--- src/rtl/shared_resource_arbiter.sv ---
// shared_resource_arbiter: round-robin arbiter with hold limit in front of one shared fixed-latency resource
//
// Ports:
//   clk             in   system clock, all state changes on its rising edge
//   reset           in   synchronous active-high reset
//   arbiter_req     in   per-port request
//   arbiter_grant   out  registered grant, one-hot or zero
//   resource_input  in   port i operand at [i*DATA_W +: DATA_W]
//   resource_output out  per-port last result, held until overwritten
//   resource_valid  out  one-cycle pulse when that port's result slice updates
//   res_req_valid   out  registered issue strobe to the shared resource
//   res_req_data    out  registered operand to the shared resource
//   res_resp_data   in   resource result, sampled RES_LAT cycles after res_req_valid
//   busy            out  high while any issued request is still in flight
module shared_resource_arbiter #(
   parameter int N_PORTS  = 4,
   parameter int DATA_W   = 32,
   parameter int RES_LAT  = 2,
   parameter int MAX_HOLD = 4
) (
   input  logic                      clk,
   input  logic                      reset,
   input  logic [N_PORTS-1:0]        arbiter_req,
   output logic [N_PORTS-1:0]        arbiter_grant,
   input  logic [N_PORTS*DATA_W-1:0] resource_input,
   output logic [N_PORTS*DATA_W-1:0] resource_output,
   output logic [N_PORTS-1:0]        resource_valid,
   output logic                      res_req_valid,
   output logic [DATA_W-1:0]         res_req_data,
   input  logic [DATA_W-1:0]         res_resp_data,
   output logic                      busy
);
   localparam int IDX_W  = $clog2(N_PORTS);
   localparam int HOLD_W = $clog2(MAX_HOLD + 1);

   logic [N_PORTS-1:0]              r_grant;
   logic [IDX_W-1:0]                r_owner;
   logic [HOLD_W-1:0]               r_hold;
   logic [IDX_W-1:0]                r_rr_ptr;
   logic                            r_req_valid;
   logic [DATA_W-1:0]               r_req_data;
   logic [IDX_W-1:0]                r_req_id;
   logic [RES_LAT-1:0]              r_tag_vld;
   logic [RES_LAT-1:0][IDX_W-1:0]   r_tag_id;
   logic [N_PORTS*DATA_W-1:0]       r_out;
   logic [N_PORTS-1:0]              r_out_vld;

   logic                            w_owner_vld;
   logic                            w_issue;
   logic                            w_others;
   logic                            w_keep;
   logic                            w_next_vld;
   logic [HOLD_W-1:0]               w_hold_inc;
   logic [IDX_W-1:0]                w_scan_idx;
   logic [IDX_W-1:0]                w_pos;
   logic [IDX_W-1:0]                w_next_owner;
   logic [N_PORTS-1:0]              w_next_grant;
   int                              w_start;

   assign w_owner_vld = |r_grant;
   assign w_issue     = |(r_grant & arbiter_req);
   assign w_others    = |(arbiter_req & ~r_grant);
   // Hold count including this cycle's issue, so the owner gets exactly MAX_HOLD issues under contention
   assign w_hold_inc  = (w_issue && r_hold < HOLD_W'(MAX_HOLD)) ? r_hold + HOLD_W'(1) : r_hold;
   assign w_keep      = w_owner_vld && arbiter_req[r_owner] && (w_hold_inc < HOLD_W'(MAX_HOLD) || !w_others);
   assign w_next_vld  = |arbiter_req;

   // Scan runs backwards so the last hit is the first requester in round-robin order
   always_comb begin
      w_start    = w_owner_vld ? (int'(r_owner) + 1) % N_PORTS : int'(r_rr_ptr);
      w_scan_idx = '0;
      w_pos      = '0;
      for (int k = N_PORTS - 1; k >= 0; k--) begin
         w_pos = IDX_W'((w_start + k) % N_PORTS);
         if (arbiter_req[w_pos]) w_scan_idx = w_pos;
      end
   end

   assign w_next_owner = w_keep ? r_owner : w_scan_idx;
   assign w_next_grant = w_next_vld ? N_PORTS'(1) << w_next_owner : '0;

   always_ff @(posedge clk) begin
      if (reset) begin
         r_grant  <= '0;
         r_owner  <= '0;
         r_hold   <= '0;
         r_rr_ptr <= '0;
      end else begin
         r_grant  <= w_next_grant;
         r_owner  <= w_next_owner;
         r_hold   <= (w_owner_vld && w_next_vld && w_next_owner == r_owner) ? w_hold_inc : '0;
         if (w_owner_vld && !w_next_vld) r_rr_ptr <= IDX_W'((int'(r_owner) + 1) % N_PORTS);
      end
   end

   // Issue stage and tag pipe: tag stage k follows res_req_valid by k+1 cycles,
   // so the last stage lines up with the cycle the resource presents its result
   always_ff @(posedge clk) begin
      if (reset) begin
         r_req_valid <= 1'b0;
         r_req_data  <= '0;
         r_req_id    <= '0;
         r_tag_vld   <= '0;
         r_tag_id    <= '0;
         r_out       <= '0;
         r_out_vld   <= '0;
      end else begin
         r_req_valid <= w_issue;
         if (w_issue) begin
            r_req_data <= resource_input[int'(r_owner)*DATA_W +: DATA_W];
            r_req_id   <= r_owner;
         end
         r_tag_vld[0] <= r_req_valid;
         r_tag_id[0]  <= r_req_id;
         for (int k = 1; k < RES_LAT; k++) begin
            r_tag_vld[k] <= r_tag_vld[k-1];
            r_tag_id[k]  <= r_tag_id[k-1];
         end
         r_out_vld <= r_tag_vld[RES_LAT-1] ? N_PORTS'(1) << r_tag_id[RES_LAT-1] : '0;
         if (r_tag_vld[RES_LAT-1]) r_out[int'(r_tag_id[RES_LAT-1])*DATA_W +: DATA_W] <= res_resp_data;
      end
   end

   assign arbiter_grant   = r_grant;
   assign res_req_valid   = r_req_valid;
   assign res_req_data    = r_req_data;
   assign resource_output = r_out;
   assign resource_valid  = r_out_vld;
   assign busy            = |r_tag_vld | r_req_valid;

endmodule
--- config.mk ---
export PLATFORM = sky130hd
export DESIGN_NAME = shared_resource_arbiter
export DESIGN_NICKNAME = d
export VERILOG_FILES = /design/src/rtl/shared_resource_arbiter.sv
export SDC_FILE = /design/constraint.sdc
export NUM_CORES = 1
export LEC_CHECK = 0
export CAP_MARGIN = 20
export CORE_AREA = 10 10 126 185
export CTS_CLUSTER_SIZE = 12
export DETAILED_ROUTE_END_ITERATION = 12
export DIE_AREA = 0 0 136 195
export PLACE_DENSITY = 0.78
export RECOVER_POWER = 25
export REMOVE_ABC_BUFFERS = 1
export SLEW_MARGIN = 20
export SYNTH_ARGS = -nofsm -noshare
export SYNTH_HDL_FRONTEND = slang
export SYNTH_SLANG_ARGS = --single-unit
--- constraint.sdc ---
create_clock -name clk -period 2.3 [get_ports clk]
set_clock_uncertainty 0.2 [all_clocks]
set_input_delay 0.23 -clock clk [delete_from_list [all_inputs] [get_ports clk]]
set_output_delay 0.23 -clock clk [all_outputs]
set_load 0.05 [all_outputs]
== Word-level counts from Yosys, hierarchy flattened ==
Cells that the tools add are included.

* Flip-flop bits (word level): 184
* Input port bits: 166
* Output and inout port bits: 170
* Word-level logic and storage cells: 73

* $add $sub $neg: 6
* Order comparisons: 7
* Equality and inequality tests: 1
* Shift-type cells: 5
* Mux-type cells: 18
* Bitwise operators: 7
* Reduce and logical (&&, ||, !) cells: 17

{| class="wikitable"
|+ Operator list
! cell !! number
|-
| bitwise mux 128 bit || 1
|-
| variable shift 32 x 33 -> 128 bit (first input constant) || 1
|-
| variable part select 128 x 8 -> 32 bit || 1
|-
| variable part select 32 x 33 -> 128 bit || 1
|-
| negation 7 -> 33 bit || 1
|-
| OR reduction 4 bit || 4
|-
| less-than comparator 2 x 3 -> 1 bit (second input constant) || 5
|-
| 2-to-1 mux 2 bit || 6
|-
| binary-select mux 1 bit (select 2 bit) || 5
|-
| bitwise AND 4 bit || 2
|-
| OR reduction 2 bit || 4
|-
| left shift 1 x 2 -> 4 bit (first input constant) || 2
|-
| logical AND 1 bit || 6
|-
| less-than comparator 3 bit (second input constant) || 2
|-
| 2-to-1 mux 1 bit || 5
|-
| adder 2 x 1 -> 2 bit (second input constant) || 2
|-
| adder 2 bit (second input constant) || 2
|-
| inverter 4 bit || 1
|-
| adder 3 x 1 -> 3 bit (second input constant) || 1
|-
| 2-to-1 mux 3 bit || 1
|-
| inverter 1 bit || 3
|-
| == test 2 bit || 1
|-
| zero test 1 bit || 2
|-
| logical OR 1 bit || 1
|-
| bitwise OR 1 bit || 1
|}

== Depth between registers and ports, before layout ==
Gate-level depths: netlist (run 1).

* Depth in word-level cells: 14
* Mapped depth: 7
* Gate-level depth less buffers: 6

== Least setup slack after synthesis (run 1) ==
No wires, ideal clock.

* Kind: reg-to-reg
* From: register r_grant[0] (netlist: arbiter_grant[0])
* To: register r_hold[0]
* Setup time: 131 ps
* Data arrival time: 2164 ps
* Required time: 1969 ps
* Setup slack: -196 ps
* Cell stages (with the launch flop): 8
* Buffers on the path: 1
* Clock period less this slack: 2496 ps
* Path through: dfxtp_1 -> or4_4 -> buf_6 -> a32oi_1 -> o32ai_1 -> or3_1 -> a21oi_1 -> nor3_1

* Word-level cells in the longest chain between the ends: 14
* Elaborated cells on any way between the ends: 35
* Those cells by class: add/sub: 3; order compare: 1; eq/ne: 1; mux: 15; bitwise: 4; reduce/logical: 11

{| class="wikitable"
|+ RTL lines
! what !! line !! text
|-
| start, declared || 36 || <nowiki>logic [N_PORTS-1:0] r_grant;</nowiki>
|-
| start signal, assigned || 89 || <nowiki>r_grant <= w_next_grant;</nowiki>
|-
| OR reduction 4 bit || 60 || <nowiki>assign w_owner_vld = |r_grant;</nowiki>
|-
| 2-to-1 mux 2 bit || 70 || <nowiki>w_start = w_owner_vld ? (int'(r_owner) + 1) % N_PORTS : int'(r_rr_ptr);</nowiki>
|-
| adder 2 x 1 -> 2 bit || 74 || <nowiki>w_pos = IDX_W'((w_start + k) % N_PORTS);</nowiki>
|-
| binary-select mux 1 bit (select 2 bit) || 75 || <nowiki>if (arbiter_req[w_pos]) w_scan_idx = w_pos;</nowiki>
|-
| 2-to-1 mux 1 bit (not written as such) || 75 ||
|-
| 2-to-1 mux 2 bit (4 in series) || 75 ||
|-
| 2-to-1 mux 2 bit || 79 || <nowiki>assign w_next_owner = w_keep ? r_owner : w_scan_idx;</nowiki>
|-
| == test 2 bit || 91 || <nowiki>r_hold <= (w_owner_vld && w_next_vld && w_next_owner == r_owner) ? w_hold_inc : '0;</nowiki>
|-
| logical AND 1 bit || 91 ||
|-
| inverter 1 bit (no source line) || -- ||
|-
| OR reduction 2 bit (no source line) || -- ||
|-
| end signal, assigned || 91 ||
|-
| end, declared || 38 || <nowiki>logic [HOLD_W-1:0] r_hold;</nowiki>
|}

Parallel ways exist; a longest one is shown, timed or not. The select of a mux whose other input is x is not followed.
A chain may end at the register's enable or synchronous reset.

== Final worst setup path (run 1) ==
* From: register r_grant[1] (netlist: arbiter_grant[1])
* To: register r_grant[1] (netlist: arbiter_grant[1])

* Word-level cells in the longest chain between the ends: 11
* Elaborated cells on any way between the ends: 31
* Those cells by class: add/sub: 3; order compare: 1; shift: 1; mux: 15; bitwise: 3; reduce/logical: 8

{| class="wikitable"
|+ RTL lines
! what !! line !! text
|-
| OR reduction 4 bit || 60 ||
|-
| 2-to-1 mux 2 bit || 70 ||
|-
| adder 2 x 1 -> 2 bit || 74 ||
|-
| binary-select mux 1 bit (select 2 bit) || 75 ||
|-
| 2-to-1 mux 1 bit (not written as such) || 75 ||
|-
| 2-to-1 mux 2 bit (4 in series) || 75 ||
|-
| 2-to-1 mux 2 bit * || 79 ||
|-
| left shift 1 x 2 -> 4 bit * || 80 || <nowiki>assign w_next_grant = w_next_vld ? N_PORTS'(1) << w_next_owner : '0;</nowiki>
|}

Mark *: on every way between the ends. The rest lies on a longest branch, timed or not. The select of a mux whose other input is x is not followed.

==> results of run 1 <==
[cell families after synthesis]
| logic type | Yosys count |
|---|---|
| buffers and inverters | 69 |
| AND/OR/NAND/NOR | 256 |
| flip-flops | 184 |
| XOR/XNOR | 2 |
| adder cells (fa/ha/maj) | 7 |
| multiplexers | 40 |
| AO/OA/AOI/OAI | 190 |
[synth_stat cells, types with 5 or more instances]
library cell,instances,area [um2]
clkbuf_1,50,188
ha_1,6,75.1
a22oi_1,130,976
nand2_1,75,282
inv_1,7,26.3
nor2b_1,9,56.3
nor4_1,5,31.3
nor3_1,5,25.0
mux4_2,33,743
nor2_1,144,541
a21oi_1,43,215
dfxtp_1,184,3680
mux2i_1,6,60.1
buf_1,9,33.8
[area by class of cell]
cell class,instances,share of cell area [%]
repair buffers,383,31.8
inverters,7,0.221
clock inverters,12,1.38
multi-input cells,496,28.9
clock buffers,20,3.92
well taps,264,2.77
flip-flops and latches,184,31.0
[routing by layer]
layer | wire, um | share of wire, % | track usage (%) | up-vias
li1 | - | - | - | 3376
met1 | 9800 | 36 | 20.5 | 3425
met2 | 13900 | 51 | 35.0 | 307
met3 | 2650 | 9.8 | 7.94 | 42
met4 | 750 | 2.8 | 7.24 | 0
met5 | 0 | 0 | 0 | -
[path summary, 6_finish.rpt]
path,cells after the start,start,to,slack [ps]
max,6,arbiter_grant[1],arbiter_grant[1],-3
min reg2reg,1,r_tag_id[0],r_tag_id[2],240
min,1,r_tag_id[0],r_tag_id[2],240
max reg2reg,6,arbiter_grant[1],arbiter_grant[1],-3
[power by group through the flow]
stage	registers, mW	clock network [mW]	logic (mW)
4_1_cts	3.67	3.15	3.96
3_3_place_gp	3.71	0	3.88
5_1_grt	3.71	3.29	4.32
3_5_place_dp	3.72	0	3.91
6_report	3.67	3.07	4.05
2_1_floorplan	4.65	0	1.40
[through the flow]
| step | setup slack (ps) | cells | utilization, % |
|---|---|---|---|
| final | -3.47 | 1366 | 59.3 |
| after global routing | -56.2 | 1366 | 59.3 |
| after CTS | 3.28 | 1364 | 58.9 |
| after detailed placement | -114 | 1330 | 55.6 |
| after global placement | -56.4 | 1330 | 55.6 |
| after floorplan | -2010 | 686 | - |
[registers in the layout, indices dropped and copies added (netlist names), 3 cells and up]
signal,count
arbiter_grant,4
resource_output,128
resource_valid,4
res_req_data,32
r_hold,3
r_tag_id,4
[worst max-delay path, delay by kind of cell, from the launching register on]
family | cells | cell delay (ps)
AND/OR/NAND/NOR | 2 | 990
multiplexers | 1 | 220
flip-flops | 1 | 330
AO/OA/AOI/OAI | 3 | 490
[timing repair]
item,CTS,global route
setup buffers,0,2
cloned,1,0
pin swaps,2,10
setup endpoints to repair,6,9
hold buffers,1,0
resized for setup,6,14
hold endpoints to repair,22,0
==> impl_metrics.env, run 1 <==
export IMPL_status="complete, but fails checks"
export IMPL_violations="negative setup slack"
export IMPL_gp_congestion=0.868
export IMPL_async_reset_ff_share_pct=0
export IMPL_routed_wirelength_mm=27.1
export IMPL_drc_errors=0
export IMPL_p_leak_nw=4.25
export IMPL_drive_gt1_share_pct=12.7
export IMPL_synth_area_mm2=0.00729
export IMPL_io_pins=336
export IMPL_multi_input_area_mm2=0.00345
export IMPL_dieWidth_um=136
export IMPL_yosys_area_share_adder_pct=1.17
export IMPL_dieHeight_um=195
export IMPL_critPathRequiredTime_ps=2470
export IMPL_start_util_pct=36.3
export IMPL_area_growth_pct=63.4
export IMPL_grt_usage_pct=19.8
export IMPL_nNetsFinal=1261
export IMPL_ys_types=44
export IMPL_maxSlewViolCount=0
export IMPL_yosysSeqAreaShare_pct=50.5
export IMPL_synth_edf_count=0
export IMPL_port_buffers=335
export IMPL_power_frac_clock_pct=28.5
export IMPL_grt_pass1_vias=7344
export IMPL_yosys_most_used_dff="dfxtp_1"
export IMPL_cts_tree="yes"
export IMPL_cts_htree_levels=4
export IMPL_root_buffer="clkbuf_16"
export IMPL_total_power_mw=10.8
export IMPL_timing_hold_ws_ps=237
export IMPL_drtAntennaViolNets=0
export IMPL_powerDensity_mw_per_mm2=906
export IMPL_tns_ps=-3.65
export IMPL_grt_antenna_before_repair=0
export IMPL_die_area_mm2=0.0265
export IMPL_setup_viol=2
export IMPL_path_clk_slew_ps=70
export IMPL_worst_slack_ps=-3.47
export IMPL_tightestPinTransition_ps=950
export IMPL_worstPathCellList="or4_4 -> mux2i_4 -> a21oi_2 -> o221a_4 -> or3b_4 -> a21oi_2"
export IMPL_synthesis_instances=748
export IMPL_rsz0062_at_grt="yes"
export IMPL_max_vdd_ir_drop_mv=0.576
export IMPL_p_comb_share_pct=37.5
export IMPL_grt_max_degree=104
export IMPL_hold_violations=0
export IMPL_initialDrtViolationCount=398
export IMPL_synth_mux_area_share_pct=11.3
export IMPL_avgSynthCellArea_um2=9.75
export IMPL_via_per_inst=5.23
export IMPL_slowest_delay_ps=610
export IMPL_intPower_mw=7.06
export IMPL_start_kind="register"
export IMPL_arrival_ps=2480
export IMPL_crit_slowest_cell="or4_4"
export IMPL_critical_path_class="reg2reg"
export IMPL_nFillCells=1722
export IMPL_dp_hpwl_mm=19.9
export IMPL_synthXorXnorAreaFrac_pct=0.240
export IMPL_swShare_pct=34.6
export IMPL_drtPass1Iterations=5
export IMPL_grt_pass1_wl_mm=41.4
export IMPL_synth_top_family_by_area="compound AO/OA/AOI/OAI gates"
export IMPL_ys_warnings_count=0
export IMPL_mostFrequentLayoutCells="333 x clkdlybuf4s50_1, 180 x dfxtp_1, 144 x nor2_1"
export IMPL_max_cap_violations=0
export IMPL_fin_area_mm2=0.0119
export IMPL_timing_final_crit_share_pct=100
export IMPL_cts_buffers=17
export IMPL_switchingPower_mw=3.74
export IMPL_num_rows=64
export IMPL_timing_critical_path_mode_cell="a21oi_2"
export IMPL_dpl_cell_area_mm2=0.0112
export IMPL_overflow=0
export IMPL_max_clock_freq_ghz=0.434
export IMPL_relSlewSlack_pct=36.7
export IMPL_via_count=7150
export IMPL_cts_sinks=184
export IMPL_synth_compound_area_share_pct=18.5
export IMPL_core_mm2=0.0201
export IMPL_wl_per_cell_um=19.8
export IMPL_min_delay_path_class="reg2reg"
export IMPL_fin_crit_ps=2300
export IMPL_worstPathMaxFanout=5
export IMPL_final_common_cell="clkdlybuf4s50_1"
export IMPL_seqCellArea_mm2=0.00369
export IMPL_end_kind="register"
export IMPL_clockBufferDepth=2
export IMPL_insertion_delay_ps=440
export IMPL_seq_power_share_pct=34.0
export IMPL_ys_ff_latch=184
export IMPL_synth_simple_area_share_pct=14.6
export IMPL_antenna_cells=0
Note: power is estimated with default switching activity, not from simulation.
==> run 2: changes to the inputs <==
--- a/config.mk
+++ b/config.mk
@@ -6,11 +6,12 @@
 export NUM_CORES = 1
 export LEC_CHECK = 0
 export CAP_MARGIN = 20
-export CORE_AREA = 10 10 126 185
+export CORE_AREA = 10 10 104 152
 export CTS_CLUSTER_SIZE = 12
 export DETAILED_ROUTE_END_ITERATION = 12
-export DIE_AREA = 0 0 136 195
-export PLACE_DENSITY = 0.78
+export DIE_AREA = 0 0 114 162
+export DONT_BUFFER_PORTS = 1
+export PLACE_DENSITY = 0.74
 export RECOVER_POWER = 25
 export REMOVE_ABC_BUFFERS = 1
 export SLEW_MARGIN = 20
==> constraint.sdc (replaced) <==
create_clock -name clk -period 1.9 [get_ports clk]
set_clock_uncertainty 0.2 [all_clocks]
set_input_delay 0.19 -clock clk [delete_from_list [all_inputs] [get_ports clk]]
set_output_delay 0.19 -clock clk [all_outputs]
set_load 0.05 [all_outputs]
==> impl_metrics.env, run 2 (same netlist as run 1, synthesis figures left out) <==
export IMPL_drc_errors=0
export IMPL_whs_path_depth=1
export IMPL_die_area_mm2=0.0185
export IMPL_routed_wirelength_mm=28.0
export IMPL_end_kind="register"
export IMPL_dp_hpwl_mm=18.3
export IMPL_maxSlewViolCount=0
export IMPL_largest_reg_flops=128
export IMPL_path_clk_slew_ps=80
export IMPL_multi_input_area_mm2=0.00374
export IMPL_dieWidth_um=114
export IMPL_rsz0062_at_grt="yes"
export IMPL_cts_htree_levels=4
export IMPL_initialDrtViolationCount=618
export IMPL_arrival_ps=2480
export IMPL_drtPass1Iterations=6
export IMPL_powerDensity_mw_per_mm2=1250
export IMPL_via_count=6923
export IMPL_hold_violations=167
export IMPL_cts_tree="yes"
export IMPL_core_mm2=0.0130
export IMPL_grt_antenna_before_repair=2
export IMPL_max_cap_violations=0
export IMPL_critical_path_class="reg2reg"
export IMPL_seqCellArea_mm2=0.00369
export IMPL_cts_buffers=17
export IMPL_fin_area_mm2=0.00988
export IMPL_grt_pass1_wl_mm=38.6
export IMPL_dpl_cell_area_mm2=0.00862
export IMPL_wl_per_cell_um=25.9
export IMPL_mostFrequentLayoutCells="179 x dfxtp_1, 144 x nor2_1, 99 x buf_4"
export IMPL_dieHeight_um=162
export IMPL_timing_final_crit_share_pct=124
export IMPL_root_buffer="clkbuf_16"
export IMPL_critPathRequiredTime_ps=2010
export IMPL_nFillCells=885
export IMPL_area_growth_pct=35.5
export IMPL_grt_max_degree=174
export IMPL_io_pins=336
export IMPL_placed_cells=1016
export IMPL_insertion_delay_ps=440
export IMPL_tns_ps=-6490
export IMPL_min_delay_path_class="in2reg"
export IMPL_start_kind="register"
export IMPL_start_util_pct=56.0
export IMPL_tightestPinTransition_ps=740
export IMPL_clockBufferDepth=2
export IMPL_via_per_inst=6.40
export IMPL_fin_crit_ps=2360
export IMPL_overflow=0
export IMPL_final_common_cell="dfxtp_1"
export IMPL_r2r_cells=6
export IMPL_timing_hold_ws_ps=-388
export IMPL_grt_usage_pct=26.5
export IMPL_grt_pass1_vias=6879
export IMPL_status="complete, but fails checks"
export IMPL_gp_congestion=0.846
export IMPL_drtAntennaViolNets=0
export IMPL_port_buffers=0
export IMPL_worst_slack_ps=-465
export IMPL_ctsHoldBuffers=11
export IMPL_max_vdd_ir_drop_mv=0.878
export IMPL_cts_sinks=184
export IMPL_relSlewSlack_pct=50.6
export IMPL_setup_viol=72
export IMPL_layout_cells_non_filler=1082
export IMPL_num_rows=51
export IMPL_violations="negative hold slack, negative setup slack"
export IMPL_drive_gt1_share_pct=29.8
export IMPL_max_clock_freq_ghz=0.423
export IMPL_nNetsFinal=1081
export IMPL_p_leak_nw=3.70
export IMPL_worstPathMaxFanout=6
run 2: routing by layer:
layer  part of all wire [%]  up-vias  GRT usage (%)
met2                     52      472           46.6
li1                       -     3022              -
met5                  0.046        -              0
met1                     32     3336           26.1
met4                    3.8        2           11.3
met3                     12       91           11.9
run 2: worst paths after layout:
path / start / end / slack (ps)
max reg2reg: arbiter_grant[0] / r_hold[0] / -460
min reg2reg: res_req_data[3] / res_req_data[3] / 250
min: reset / res_req_data[17] / -390
max: arbiter_grant[0] / r_hold[0] / -460
run 2: layout make-up:
cell class                      instances  share of cell area, %
Antenna cell                            1                 0.0253
Timing Repair Buffer                  204                   16.2
Clock buffer                           18                   4.45
Tap cell                              159                   2.01
Inverter                                7                  0.367
Sequential cell                       184                   37.4
Clock inverter                         14                   1.72
Multi-Input combinational cell        495                   37.8
run 2: through the flow:
stage | hold slack [ps] | util (%) | total power [mW] | worst slack, ps
global route | -398 | 75.9 | 12.8 | -540
detailed placement | 79.8 | 66.2 | 8.39 | -421
finish | -388 | 75.9 | 12.3 | -465
CTS | -389 | 73.1 | 12.0 | -394
global placement | 76.5 | 66.2 | 8.29 | -392
floorplan | 59.1 | - | 7.33 | -2410
run 2: timing repair:
action / CTS / global route
gates cloned: 3 / 7
resized for setup: 21 / 89
buffers inserted: 5 / 12
pin swaps: 10 / 57
setup endpoints to repair: 137 / 99
endpoints found under the hold margin: 181 / 167
run 2: report_power, final:
part	internal, mW	switching, mW	total (mW)
clock network	1.82	1.73	3.55
logic	1.70	1.95	3.65
registers	4.21	0.942	5.15
total	7.72	4.62	12.3
run 2: worst max-delay path, cell delays in order (launching register included):
cell and delay, ps:
dfxtp_1 320, or4_4 610, a32oi_2 300, o32ai_4 160, or3_4 410, a21oi_4 180, nor3_1 70
==> run 3: changes to the inputs <==
--- a/config.mk
+++ b/config.mk
@@ -6,12 +6,11 @@
 export NUM_CORES = 1
 export LEC_CHECK = 0
 export CAP_MARGIN = 20
-export CORE_AREA = 10 10 104 152
+export CORE_AREA = 2 2 118 177
 export CTS_CLUSTER_SIZE = 12
 export DETAILED_ROUTE_END_ITERATION = 12
-export DIE_AREA = 0 0 114 162
-export DONT_BUFFER_PORTS = 1
-export PLACE_DENSITY = 0.74
+export DIE_AREA = 0 0 120 179
+export PLACE_DENSITY = 0.75
 export RECOVER_POWER = 25
 export REMOVE_ABC_BUFFERS = 1
 export SLEW_MARGIN = 20
==> impl_metrics.env, run 3 (same netlist as run 1, synthesis figures left out) <==
export IMPL_port_buffers=335
export IMPL_grt_antenna_before_repair=0
export IMPL_via_count=7323
export IMPL_dpl_cell_area_mm2=0.0111
export IMPL_routed_wirelength_mm=25.8
export IMPL_final_core_util_pct=58.9
export IMPL_slowest_delay_ps=630
export IMPL_dp_hpwl_mm=17.4
export IMPL_largest_reg_flops=128
export IMPL_timing_critical_path_mode_cell="a21oi_2"
export IMPL_p_leak_nw=4.79
export IMPL_status="complete, but fails checks"
export IMPL_num_rows=64
export IMPL_cts_buffers=17
export IMPL_arrival_ps=2450
export IMPL_area_growth_pct=62.4
export IMPL_total_power_mw=13.1
export IMPL_fin_area_mm2=0.0118
export IMPL_worstHoldEndpoint="r_tag_id[3]"
export IMPL_worstPathMaxFanout=8
export IMPL_cts_sinks=184
export IMPL_crit_slowest_cell="or4_4"
export IMPL_worstPathCellList="or4_4 -> mux2i_4 -> a21oi_2 -> o221a_4 -> or3b_4 -> a21oi_2"
export IMPL_setup_viol=32
export IMPL_whs_path_depth=1
export IMPL_final_common_cell="dfxtp_1"
export IMPL_grt_pass1_vias=7008
export IMPL_timing_hold_ws_ps=238
export IMPL_worst_slack_ps=-381
export IMPL_root_buffer="clkbuf_16"
export IMPL_max_clock_freq_ghz=0.438
export IMPL_maxSlewViolCount=0
export IMPL_start_kind="register"
export IMPL_grt_max_degree=90
export IMPL_core_mm2=0.0201
export IMPL_timing_final_crit_share_pct=120
export IMPL_critical_path_class="reg2reg"
export IMPL_insertion_delay_ps=430
export IMPL_fin_crit_ps=2280
export IMPL_drtPass1Iterations=5
export IMPL_dieWidth_um=120
export IMPL_end_kind="register"
export IMPL_powerDensity_mw_per_mm2=1110
export IMPL_max_vdd_ir_drop_mv=0.787
export IMPL_grt_pass1_wl_mm=37.2
export IMPL_initialDrtViolationCount=361
export IMPL_relSlewSlack_pct=37.0
export IMPL_mostFrequentLayoutCells="179 x dfxtp_1, 164 x clkdlybuf4s50_1, 144 x nor2_1"
export IMPL_hold_violations=0
export IMPL_nNetsFinal=1298
export IMPL_nFillCells=1817
export IMPL_cts_htree_levels=4
export IMPL_die_area_mm2=0.0215
export IMPL_clockBufferDepth=2
export IMPL_tightestPinTransition_ps=946
export IMPL_path_clk_slew_ps=70
export IMPL_gp_congestion=0.815
export IMPL_io_pins=336
export IMPL_reg2reg_slack_ps=-380
export IMPL_drc_errors=0
export IMPL_max_cap_violations=0
export IMPL_rr_endpoint="arbiter_grant[1]"
export IMPL_grt_usage_pct=22.3
export IMPL_dieHeight_um=179
export IMPL_overflow=0
export IMPL_cts_tree="yes"
export IMPL_antenna_cells=0
export IMPL_crit_reg2reg_launch="arbiter_grant[0]"
export IMPL_rsz0062_at_grt="yes"
export IMPL_min_delay_path_class="reg2reg"
export IMPL_critPathRequiredTime_ps=2060
export IMPL_start_util_pct=36.3
export IMPL_via_per_inst=5.22
export IMPL_min_from="r_tag_id[1]"
export IMPL_violations="negative setup slack"
export IMPL_r2r_cells=6
export IMPL_drive_gt1_share_pct=18.1
export IMPL_tns_ps=-3290
export IMPL_drtAntennaViolNets=0
export IMPL_wl_per_cell_um=18.4
## run 3: worst max-delay path by stage
stage,from,endpoint,slack [ps],cells after the start
CTS,arbiter_grant[2],arbiter_grant[1],-380,6
floorplan,r_tag_id[2],resource_output[0],-2410,6
finish,arbiter_grant[0],arbiter_grant[1],-380,6
global placement,arbiter_req[3],arbiter_grant[2],-490,8
global route,arbiter_grant[0],arbiter_grant[1],-450,6
detailed placement,arbiter_req[3],arbiter_grant[2],-540,8
## run 3: per-stage QoR
stage / worst slack, ps / cells
after global placement: -491 / 1345
after floorplan: -2410 / 686
after global routing: -447 / 1403
after detailed placement: -544 / 1345
final: -381 / 1403
after CTS: -378 / 1384
## run 3: final cells by class
type	instances	area, um2	area share [%]
Tap cell	264	330	2.79
Clock inverter	11	118	0.993
Timing Repair Buffer	421	3670	31.0
Sequential cell	184	3690	31.2
Clock buffer	21	480	4.06
Multi-Input combinational cell	495	3520	29.7
Inverter	7	31.3	0.264
## run 3: report_power, final
group | internal [mW] | switching, mW
clock network | 2.08 | 1.49
logic | 2.22 | 2.89
registers | 4.21 | 0.201
total | 8.51 | 4.58
## run 3: metal layers
| layer | GRT usage, % | part of all wire (%) | vias up |
|---|---|---|---|
| li1 | - | - | 3445 |
| met1 | 23.7 | 36 | 3505 |
| met2 | 42.5 | 54 | 326 |
| met3 | 5.63 | 6.8 | 47 |
| met4 | 7.25 | 3.2 | 0 |
| met5 | 0 | 0 | - |
## run 3: critical path, delay by kind of cell, from the launching register on
family / cells / cell delay [ps]
mux: 1 / 240
flops: 1 / 320
simple gates: 2 / 1010
compound gates: 3 / 450
## run 3: what timing repair did
item / CTS / global route
endpoints found under the setup margin: 187 / 121
hold buffers: 1 / 0
cloned: 2 / 6
pin swaps: 7 / 15
gates resized for setup: 110 / 37
hold endpoints to repair: 33 / 0
setup buffers: 4 / 14
